## config.mk

```make
export PLATFORM = sky130hd
export DESIGN_NAME = uart_char_source_flat
export DESIGN_NICKNAME = d
export VERILOG_FILES = /design/src/rtl/uart_char_source_if.sv /design/src/rtl/uart_char_source.sv /design/src/flat_wrapper.sv
export SDC_FILE = /design/constraint.sdc
export NUM_CORES = 1
export LEC_CHECK = 0
export ABC_AREA = 1
export BUFFER_PORTS_ARGS = -buffer_cell sky130_fd_sc_hd__buf_2
export CAP_MARGIN = 20
export CORE_MARGIN = 3
export CORE_UTILIZATION = 45
export CTS_BUF_LIST = sky130_fd_sc_hd__clkbuf_8 sky130_fd_sc_hd__clkbuf_16
export DETAILED_ROUTE_END_ITERATION = 8
export GPL_ROUTABILITY_DRIVEN = 0
export REMOVE_ABC_BUFFERS = 1
export SLEW_MARGIN = 40
export SYNTH_ARGS = -nofsm -noshare
export SYNTH_HDL_FRONTEND = slang
export SYNTH_SLANG_ARGS = --single-unit
```

## constraint.sdc

```tcl
create_clock -name clk -period 4.8 [get_ports clk]
set_clock_uncertainty 0.05 [all_clocks]
set_input_delay 0 -clock clk [delete_from_list [all_inputs] [get_ports clk]]
set_output_delay 0 -clock clk [all_outputs]
set_load 0.05 [all_outputs]
```

## src/rtl/uart_char_source_if.sv

```systemverilog
// Character-source bus between the UART front end and the text controller.
// Carries the raw serial line in, and the valid/ready byte stream plus status out.
interface uart_char_source_if #(
  parameter int FIFO_DEPTH_LOG2 = 4
);
  logic                     rx;
  logic [7:0]               data;
  logic                     valid;
  logic                     ready;
  logic                     overrun;
  logic                     frame_err;
  logic [FIFO_DEPTH_LOG2:0] level;

  // Producer side: the UART receiver with its byte FIFO.
  modport master (
    input  rx,
    input  ready,
    output data,
    output valid,
    output overrun,
    output frame_err,
    output level
  );

  // Environment side: drives the serial line and consumes characters.
  modport slave (
    output rx,
    output ready,
    input  data,
    input  valid,
    input  overrun,
    input  frame_err,
    input  level
  );
endinterface

```

## src/rtl/uart_char_source.sv

```systemverilog
// uart_char_source: 8N1 UART receiver feeding a first-word-fall-through byte FIFO.
// Bytes that arrive while the FIFO is full (and nothing is popped that cycle) are
// dropped with a one-cycle overrun pulse.
// Optional build macro UART_FRAME_CHECK_EN: bytes with a low stop bit are discarded,
// frame_err pulses, and the receiver waits for the line to go idle before re-arming.
// Without the macro the byte is pushed regardless of the stop bit and frame_err is 0.
module uart_char_source #(
  parameter int CLK_HZ          = 12_000_000,
  parameter int BAUD            = 115200,
  parameter int FIFO_DEPTH_LOG2 = 4
) (
  input  logic                clk,
  input  logic                rst,
  uart_char_source_if.master  bus
);

  localparam int CLKS_PER_BIT = CLK_HZ / BAUD;
  localparam int CNT_W        = (CLKS_PER_BIT > 2) ? $clog2(CLKS_PER_BIT) : 1;
  localparam int DEPTH        = 1 << FIFO_DEPTH_LOG2;
  localparam int LVL_W        = FIFO_DEPTH_LOG2 + 1;

  localparam logic [CNT_W-1:0] HALF_LOAD = CNT_W'(CLKS_PER_BIT / 2 - 1);
  localparam logic [CNT_W-1:0] FULL_LOAD = CNT_W'(CLKS_PER_BIT - 1);

  // BRK is only entered when frame checking is built in.
  typedef enum logic [2:0] {IDLE, START, DATA, STOP, BRK} state_t;

  logic                       rx_meta;
  logic                       rxs;
  state_t                     state;
  logic [CNT_W-1:0]           cnt;
  logic [2:0]                 bit_idx;
  logic [7:0]                 shift;

  logic [7:0]                 mem [DEPTH];
  logic [FIFO_DEPTH_LOG2-1:0] wr_ptr;
  logic [FIFO_DEPTH_LOG2-1:0] rd_ptr;
  logic [FIFO_DEPTH_LOG2-1:0] rd_next;
  logic [LVL_W-1:0]           level;
  logic [7:0]                 head;
  logic                       overrun;

  logic                       stop_tick;
  logic                       push_req;
  logic                       pop;
  logic                       full;
  logic                       push;

  // The stop bit is sampled on the cycle the counter expires in STOP.
  assign stop_tick = (state == STOP) && (cnt == '0);
`ifdef UART_FRAME_CHECK_EN
  logic frame_err;
  assign push_req  = stop_tick & rxs;
`else
  assign push_req  = stop_tick;
`endif
  assign pop     = (level != '0) & bus.ready;
  assign full    = (level == LVL_W'(DEPTH));
  assign push    = push_req & (~full | pop);
  assign rd_next = rd_ptr + 1'b1;

  // Two-flop synchroniser for the asynchronous serial line; idles high.
  always_ff @(posedge clk or posedge rst) begin
    if (rst) begin
      rx_meta <= 1'b1;
      rxs     <= 1'b1;
    end else begin
      rx_meta <= bus.rx;
      rxs     <= rx_meta;
    end
  end

  // Receiver FSM: start-bit qualification at mid-bit, then 8 data bits LSB first and the stop bit.
  always_ff @(posedge clk or posedge rst) begin
    if (rst) begin
      state     <= IDLE;
      cnt       <= '0;
      bit_idx   <= '0;
      shift     <= '0;
`ifdef UART_FRAME_CHECK_EN
      frame_err <= 1'b0;
`endif
    end else begin
`ifdef UART_FRAME_CHECK_EN
      frame_err <= stop_tick & ~rxs;
`endif
      case (state)
        IDLE: begin
          if (!rxs) begin
            cnt   <= HALF_LOAD;
            state <= START;
          end
        end
        START: begin
          if (cnt == '0) begin
            if (rxs) begin
              state <= IDLE;
            end else begin
              state   <= DATA;
              bit_idx <= '0;
              cnt     <= FULL_LOAD;
            end
          end else begin
            cnt <= cnt - 1'b1;
          end
        end
        DATA: begin
          if (cnt == '0) begin
            shift <= {rxs, shift[7:1]};
            cnt   <= FULL_LOAD;
            if (bit_idx == 3'd7) begin
              state <= STOP;
            end else begin
              bit_idx <= bit_idx + 3'd1;
            end
          end else begin
            cnt <= cnt - 1'b1;
          end
        end
        STOP: begin
          if (cnt == '0) begin
`ifdef UART_FRAME_CHECK_EN
            // A low stop bit means a break: hold off until the line returns high.
            state <= rxs ? IDLE : BRK;
`else
            state <= IDLE;
`endif
          end else begin
            cnt <= cnt - 1'b1;
          end
        end
        BRK: begin
          if (rxs) begin
            state <= IDLE;
          end
        end
        default: state <= IDLE;
      endcase
    end
  end

  // FIFO storage; no reset so it maps onto RAM.
  always_ff @(posedge clk) begin
    if (push) begin
      mem[wr_ptr] <= shift;
    end
  end

  // FIFO pointers, occupancy, registered head byte and overrun pulse.
  always_ff @(posedge clk or posedge rst) begin
    if (rst) begin
      wr_ptr  <= '0;
      rd_ptr  <= '0;
      level   <= '0;
      head    <= '0;
      overrun <= 1'b0;
    end else begin
      overrun <= push_req & full & ~pop;
      if (push) begin
        wr_ptr <= wr_ptr + 1'b1;
      end
      if (pop) begin
        rd_ptr <= rd_next;
      end
      case ({push, pop})
        2'b10:   level <= level + 1'b1;
        2'b01:   level <= level - 1'b1;
        default: level <= level;
      endcase
      // The incoming byte becomes the head directly when nothing else is queued ahead of it.
      if (push && ((level == '0) || (pop && (level == LVL_W'(1))))) begin
        head <= shift;
      end else if (pop) begin
        head <= mem[rd_next];
      end
    end
  end

  assign bus.data    = head;
  assign bus.valid   = (level != '0);
  assign bus.level   = level;
  assign bus.overrun = overrun;
`ifdef UART_FRAME_CHECK_EN
  assign bus.frame_err = frame_err;
`else
  assign bus.frame_err = 1'b0;
`endif

endmodule

```

## src/flat_wrapper.sv

```systemverilog
// flat-port wrapper written by rule: the top's interface ports become plain ports
module uart_char_source_flat 
#(
  parameter int CLK_HZ          = 12_000_000,
  parameter int BAUD            = 115200,
  parameter int FIFO_DEPTH_LOG2 = 4
)
  (clk, rst, bus_rx, bus_ready, bus_data, bus_valid, bus_overrun, bus_frame_err, bus_level);
  uart_char_source_if #(.FIFO_DEPTH_LOG2(FIFO_DEPTH_LOG2)) bus_i ();
  input  logic clk;
  input  logic rst;
  input wire logic [$bits(bus_i.rx)-1:0] bus_rx;
  input wire logic [$bits(bus_i.ready)-1:0] bus_ready;
  output wire logic [$bits(bus_i.data)-1:0] bus_data;
  output wire logic [$bits(bus_i.valid)-1:0] bus_valid;
  output wire logic [$bits(bus_i.overrun)-1:0] bus_overrun;
  output wire logic [$bits(bus_i.frame_err)-1:0] bus_frame_err;
  output wire logic [$bits(bus_i.level)-1:0] bus_level;
  assign bus_i.rx = bus_rx;
  assign bus_i.ready = bus_ready;
  assign bus_data = bus_i.data;
  assign bus_valid = bus_i.valid;
  assign bus_overrun = bus_i.overrun;
  assign bus_frame_err = bus_i.frame_err;
  assign bus_level = bus_i.level;
  uart_char_source #(.CLK_HZ(CLK_HZ), .BAUD(BAUD), .FIFO_DEPTH_LOG2(FIFO_DEPTH_LOG2)) u_core (.clk(clk), .rst(rst), .bus(bus_i));
endmodule
```

Word-level counts from Yosys, hierarchy flattened
Memories as Yosys holds them, arrays and structs flattened.
Cells that the tools add are included.
Operators by class
  reductions and logical operators: 16
  equality and inequality tests: 19
  $add $sub $neg: 6
  mux-type cells: 24
  bitwise logic cells: 7
Operators with widths (count)
  $mux W7: 5
  $mux W3: 10
  $pmux W7 S4: 1
  $mux W8: 2
  $pmux W3 S5: 1
  $ne A2 B2 Y1 const B: 5
  $pmux W5 S2: 1
  $add A4 B1 Y4 const B: 2
  $ne A2 B1 Y1 const B: 4
  $logic_not A7 Y1: 1
  $sub A7 B1 Y7 const B: 1
  $eq A3 B2 Y1 const B: 2
  $eq A3 B3 Y1 const B: 2
  $pmux W3 S2: 1
  $reduce_and A6 Y1: 1
  $reduce_bool A2 Y1: 3
  $add A5 B1 Y5 const B: 1
  $eq A5 B1 Y1 const B: 1
  $eq A5 B5 Y1 const B: 1
  $logic_not A5 Y1: 1
  $reduce_and A5 Y1: 1
  $reduce_bool A5 Y1: 1
  $sub A5 B1 Y5 const B: 1
  $and A1 B1 Y1: 4
  other kinds (15): 19
Storage, ports and cells
  word-level logic and storage cells: 84
  memories: 1
  output and inout bits: 16
  register bits after elaboration: 45
  memory bits (writable): 128
  bits of input ports: 4
Memories
  u_core.mem: words 16, width 8, rd ports 1, clocked after Yosys merged registers in 0, write ports 1, line uart_char_source.sv:35  | logic [7:0] mem [DEPTH];

Longest topological paths before layout
  depth in word-level cells: 6
  depth in mapped cells: 11
  gate-level depth less buffers: 10

Worst setup path before layout
Ideal clock, no wire load.
  path type: reg-to-reg
  start point: register u_core.level[0] (netlist: u_core.bus.level[0])
  end point: memory u_core.mem[15][0] (enable)
  arrival: 2009 ps
  clock period less this slack: 2429 ps
  setup slack: 2371 ps
  data required time: 4380 ps
  cell stages (with the launch flop): 8
  cells stage by stage: dfrtp_1 inv_1 ha_1 nand3_1 nand3_4 nor2_1 nand2_1 nor2_1
Between the ends
  word-level cells in the longest chain between the ends: 6
  elaborated cells between the ends (all ways): 8
Ends and longest elaborated chain
  from (decl): line uart_char_source.sv:39  | logic [LVL_W-1:0] level;
  from (signal assigned): line uart_char_source.sv:166  | 2'b10: level <= level + 1'b1;
  from (signal assigned): line uart_char_source.sv:167  | 2'b01: level <= level - 1'b1;
  from (signal assigned): line uart_char_source.sv:168  | default: level <= level;
  $reduce_bool A5 Y1 / $eq A5 B5 Y1 (equally long branches): line uart_char_source.sv:57, uart_char_source.sv:58
  $and A1 B1 Y1 / $not A1 Y1 (equally long branches): line uart_char_source.sv:57, uart_char_source.sv:59
  $or A1 B1 Y1 (*): line uart_char_source.sv:59  | assign push = push_req & (~full | pop);
  $and A1 B1 Y1 (*): line uart_char_source.sv:59
  $mux W1 (*): line uart_char_source.sv:144  | if (push) begin
  $mux W1 (implied by the code) (*): line uart_char_source.sv:145  | mem[wr_ptr] <= shift;
  to (decl): line uart_char_source.sv:35
Mark *: on every way between the ends. The rest lies on a longest branch, timed or not.

Final worst setup path
  start point: register u_core.rd_ptr[0]
  end point: register u_core.head[6] (netlist: u_core.bus.data[6])
Between the ends
  word-level cells in the longest chain between the ends: 4
Ends and longest elaborated chain
  from (decl): line uart_char_source.sv:37  | logic [FIFO_DEPTH_LOG2-1:0] rd_ptr;
  from (signal assigned): line uart_char_source.sv:163  | rd_ptr <= rd_next;
  $add A4 B1 Y4: line uart_char_source.sv:60  | assign rd_next = rd_ptr + 1'b1;
  $mem_v2 Z16 W8
  $mux W8: line uart_char_source.sv:173  | end else if (pop) begin
  $mux W8: line uart_char_source.sv:171  | if (push && ((level == '0) || (pop && (level == LVL_W'(1))))) begin
  to (signal assigned): line uart_char_source.sv:172  | head <= shift;
  to (signal assigned): line uart_char_source.sv:174  | head <= mem[rd_next];
  to (decl): line uart_char_source.sv:40  | logic [7:0] head;
Every way passes these cells. The select of a mux whose other input is x is not followed.
A chain may end at the register's enable or synchronous reset.

==> flow_summary_export.csv <==
group,metric,value,unit
placement,port_buffers,18,
timing,finalHoldViolCount,0,
floorplanning,io_pins,20,
floorplanning,initial_utilization,47.0,%
floorplanning,die_w,139,um
pwr,p_int,2.88,mW
status,outcome,"completed",
logic_synthesis,synth-seq-area-share,62.2,%
drt,wire_per_inst,16.7,um
critical_path,path_max_fanout,57,
floorplanning,std_cell_rows,47,
timing,finalSetupViolations,0,
logic_synthesis,avgSynthCellArea,9.63,um2
timing,post-route-period-util,59.4,%
logic_synthesis,syn_area,7960,um2
timing,slew_violations,0,
pwr,irDropWorstVdd,0.329,mV
drt,drt_first_pass_iters,5,
logic_synthesis,synth_top_area_share,48.3,%
logic_synthesis,muxShareOfSynthArea,0,%
logic_synthesis,yosys-top-cells-area,"edfxtp_1 48%, dfrtp_1 13%, nand2_1 12%, nand3_1 7.9%, inv_1 6.1%",
logic_synthesis,synth_seq_cells,172,
timing,setup_ws,1.95,ns
logic_synthesis,synth_edf_count,128,
critical_path,reg2reg_slack,1.95,ns
layout,antenna-diode-count,0,
pwr,power.density,539,nW/um2
global_routing,grt_max_degree,58,
hold_path,worstHoldPathType,"in -> async",
critical_path,critPathCaptureType,"register",
logic_synthesis,synthCells,826,
clock_tree,cts_tree,"done",
logic_synthesis,async_flop_share,25.6,%
logic_synthesis,synth-compound-area-share,2.08,%
global_routing,grt_pass1_wl,28.7,mm
logic_synthesis,synth_ff_type,"edfxtp_1",
run,drv_cap,0,
layout,syn2layout_area_growth,11.1,%
drt,num_vias,5489,
layout,mostFrequentLayoutCell,"nand2_1",
pwr,leakagePower,3.95,nW
clock_tree,cts_buffer_depth,2,
logic_synthesis,ys_warn_count,0,
floorplanning,core_area,16900,um2
timing,fmax,0.351,GHz
timing,min_period,2.85,ns
timing,finalSetupTns,0,ns
logic_synthesis,synth_area_leader_cell,"edfxtp_1",
clock_tree,ctsRootBufferMaster,"clkbuf_16",
placement,place_ws,1.98,ns
pwr,p_switching,1.89,mW
timing,tightest_slew,0.848,ns
pwr,p_sw_share,39.7,%
clock_tree,clock_latency,0.43,ns
clock_tree,htreeDepth,4,
timing,fin_hold_ws,0.145,ns
layout,nNetsFinal,865,
logic_synthesis,synthXorXnorAreaFrac,2.04,%
clock_tree,cts_made_buffers,17,
pwr,pwr-share-seq,37.0,%
critical_path,cp-start-kind,"register",
drt,vias_per_cell,5.10,
drt,ant_nets,0,
drt,drc,0,
clock_tree,clkTransAtPathRegs,0.07,ns
global_routing,antenna_found_initial,0,
global_routing,overflow,0,
pwr,p_clk_share,27.4,%
drt,drt_iter0_drc,390,
global_routing,grt_pass1_vias,5341,
timing,rsz0062_at_grt,"no",
critical_path,cp.required,5.10,ns
placement,dp_hpwl,11.8,mm
pwr,combPwrFrac,35.6,%
layout,drive_gt1_share,9.22,%
floorplanning,die_area,19300,um2
logic_synthesis,synth-adder-area-share,2.67,%
floorplanning,die_y,139,um
layout,final_cell_mix,"259 x nand2_1, 128 x inv_1, 128 x edfxtp_1",
logic_synthesis,synthSimpleGateAreaFrac,23.2,%
timing,relSlewSlack,43.3,%
logic_synthesis,synth_top_family_by_area,"simple AND/OR/NAND/NOR gates",
critical_path,crit_type,"reg -> reg",
clock_tree,clock-sinks,172,
logic_synthesis,ys_types,35,
critical_path,crit_arrival,3.16,ns
drt,drt-total-wl,18.0,mm
global_routing,grtUsageTotal,18.9,%
-- synthesized netlist by cell type, drive strengths merged, types with 2 or more instances --
master  number
inv        133
xor2        13
edfxtp     128
dfrtp       42
nand3      127
a21oi        3
clkbuf       5
o21ai       18
nor2        41
dfstp        2
buf         20
a22oi        3
xnor2        3
nand2      261
ha          17
-- worst max-delay path, cell delays in order (launching register included) --
cell	delay [ns]
dfrtp_2	0.70
buf_4	0.48
clkinv_1	0.34
buf_4	0.41
nand2_1	0.13
nand3_1	0.10
nand3_1	0.14
nand3_1	0.13
nand2_1	0.12
nand2_1	0.05
nand3_1	0.08
-- sequential cells by signal, summed over array words and instances, names as in the netlist --
name	flops
u_core.bit_idx	3
u_core.bus.data	8
u_core.bus.level	5
u_core.bus.overrun	1
u_core.cnt	7
u_core.mem	128
u_core.rd_ptr	4
u_core.rx_meta	1
u_core.rxs	1
u_core.shift	8
u_core.state	2
u_core.wr_ptr	4
-- layout make-up --
type                       instances  area [um2]
inverter                         133         502
multi-input combinational        496        2410
clock inverter                    14         123
tap                              220         275
clock buffer                      18         439
sequential                       172        4950
fill                            1496        8100
timing repair buffer              24         143
-- timing repair --
action                    in CTS  in global routing
hold endpoints to repair      46                  0
hold buffers                   3                  0
resized for setup              0                  0
buffers inserted               0                  0
-- through the flow --
stage | power (mW) | utilization, % | area [um2] | cells
global route | 5.03 | 52.2 | 8840 | 1077
floorplan | 2.98 | - | 7840 | 801
global placement | 3.43 | 48.6 | 8220 | 1042
CTS | 4.75 | 52.1 | 8830 | 1077
finish | 4.77 | 52.2 | 8840 | 1077
detailed placement | 3.45 | 48.6 | 8230 | 1042
-- cell families after synthesis --
family                     Yosys count
buffers and inverters              158
adders and majority gates           17
DFF                                172
other                                1
and+or+nand+nor                    433
AOI/OAI and AO/OA                   29
xor gates and xnor gates            16
-- worst paths after layout --
check                                 start                   to  cells after the start
max in group asynchronous               rst      u_core.shift[3]                      3
setup reg to reg           u_core.rd_ptr[0]   u_core.bus.data[6]                     10
hold reg to reg              u_core.rx_meta           u_core.rxs                      0
min in group clk                     bus_rx       u_core.rx_meta                      2
hold / removal                          rst  u_core.bus.level[2]                      3
setup / recovery           u_core.rd_ptr[0]   u_core.bus.data[6]                     10
-- power groups by stage --
| stage | logic (mW) | clock network, mW | registers (mW) |
|---|---|---|---|
| floorplan | 1.03 | 0 | 1.95 |
| global placement | 1.64 | 0 | 1.79 |
| detailed placement | 1.66 | 0 | 1.79 |
| CTS | 1.67 | 1.32 | 1.76 |
| global route | 1.87 | 1.38 | 1.78 |
| finish | 1.70 | 1.31 | 1.77 |
-- per-layer routing --
metal | vias up | wire, um | track usage, %
li1 | 2680 | - | -
met4 | 0 | 339 | 6.54
met2 | 151 | 8340 | 29.1
met1 | 2635 | 8480 | 27.0
met5 | - | 0 | 0
met3 | 23 | 810 | 3.83
No activity file was read; power rests on OpenSTA's default activity.
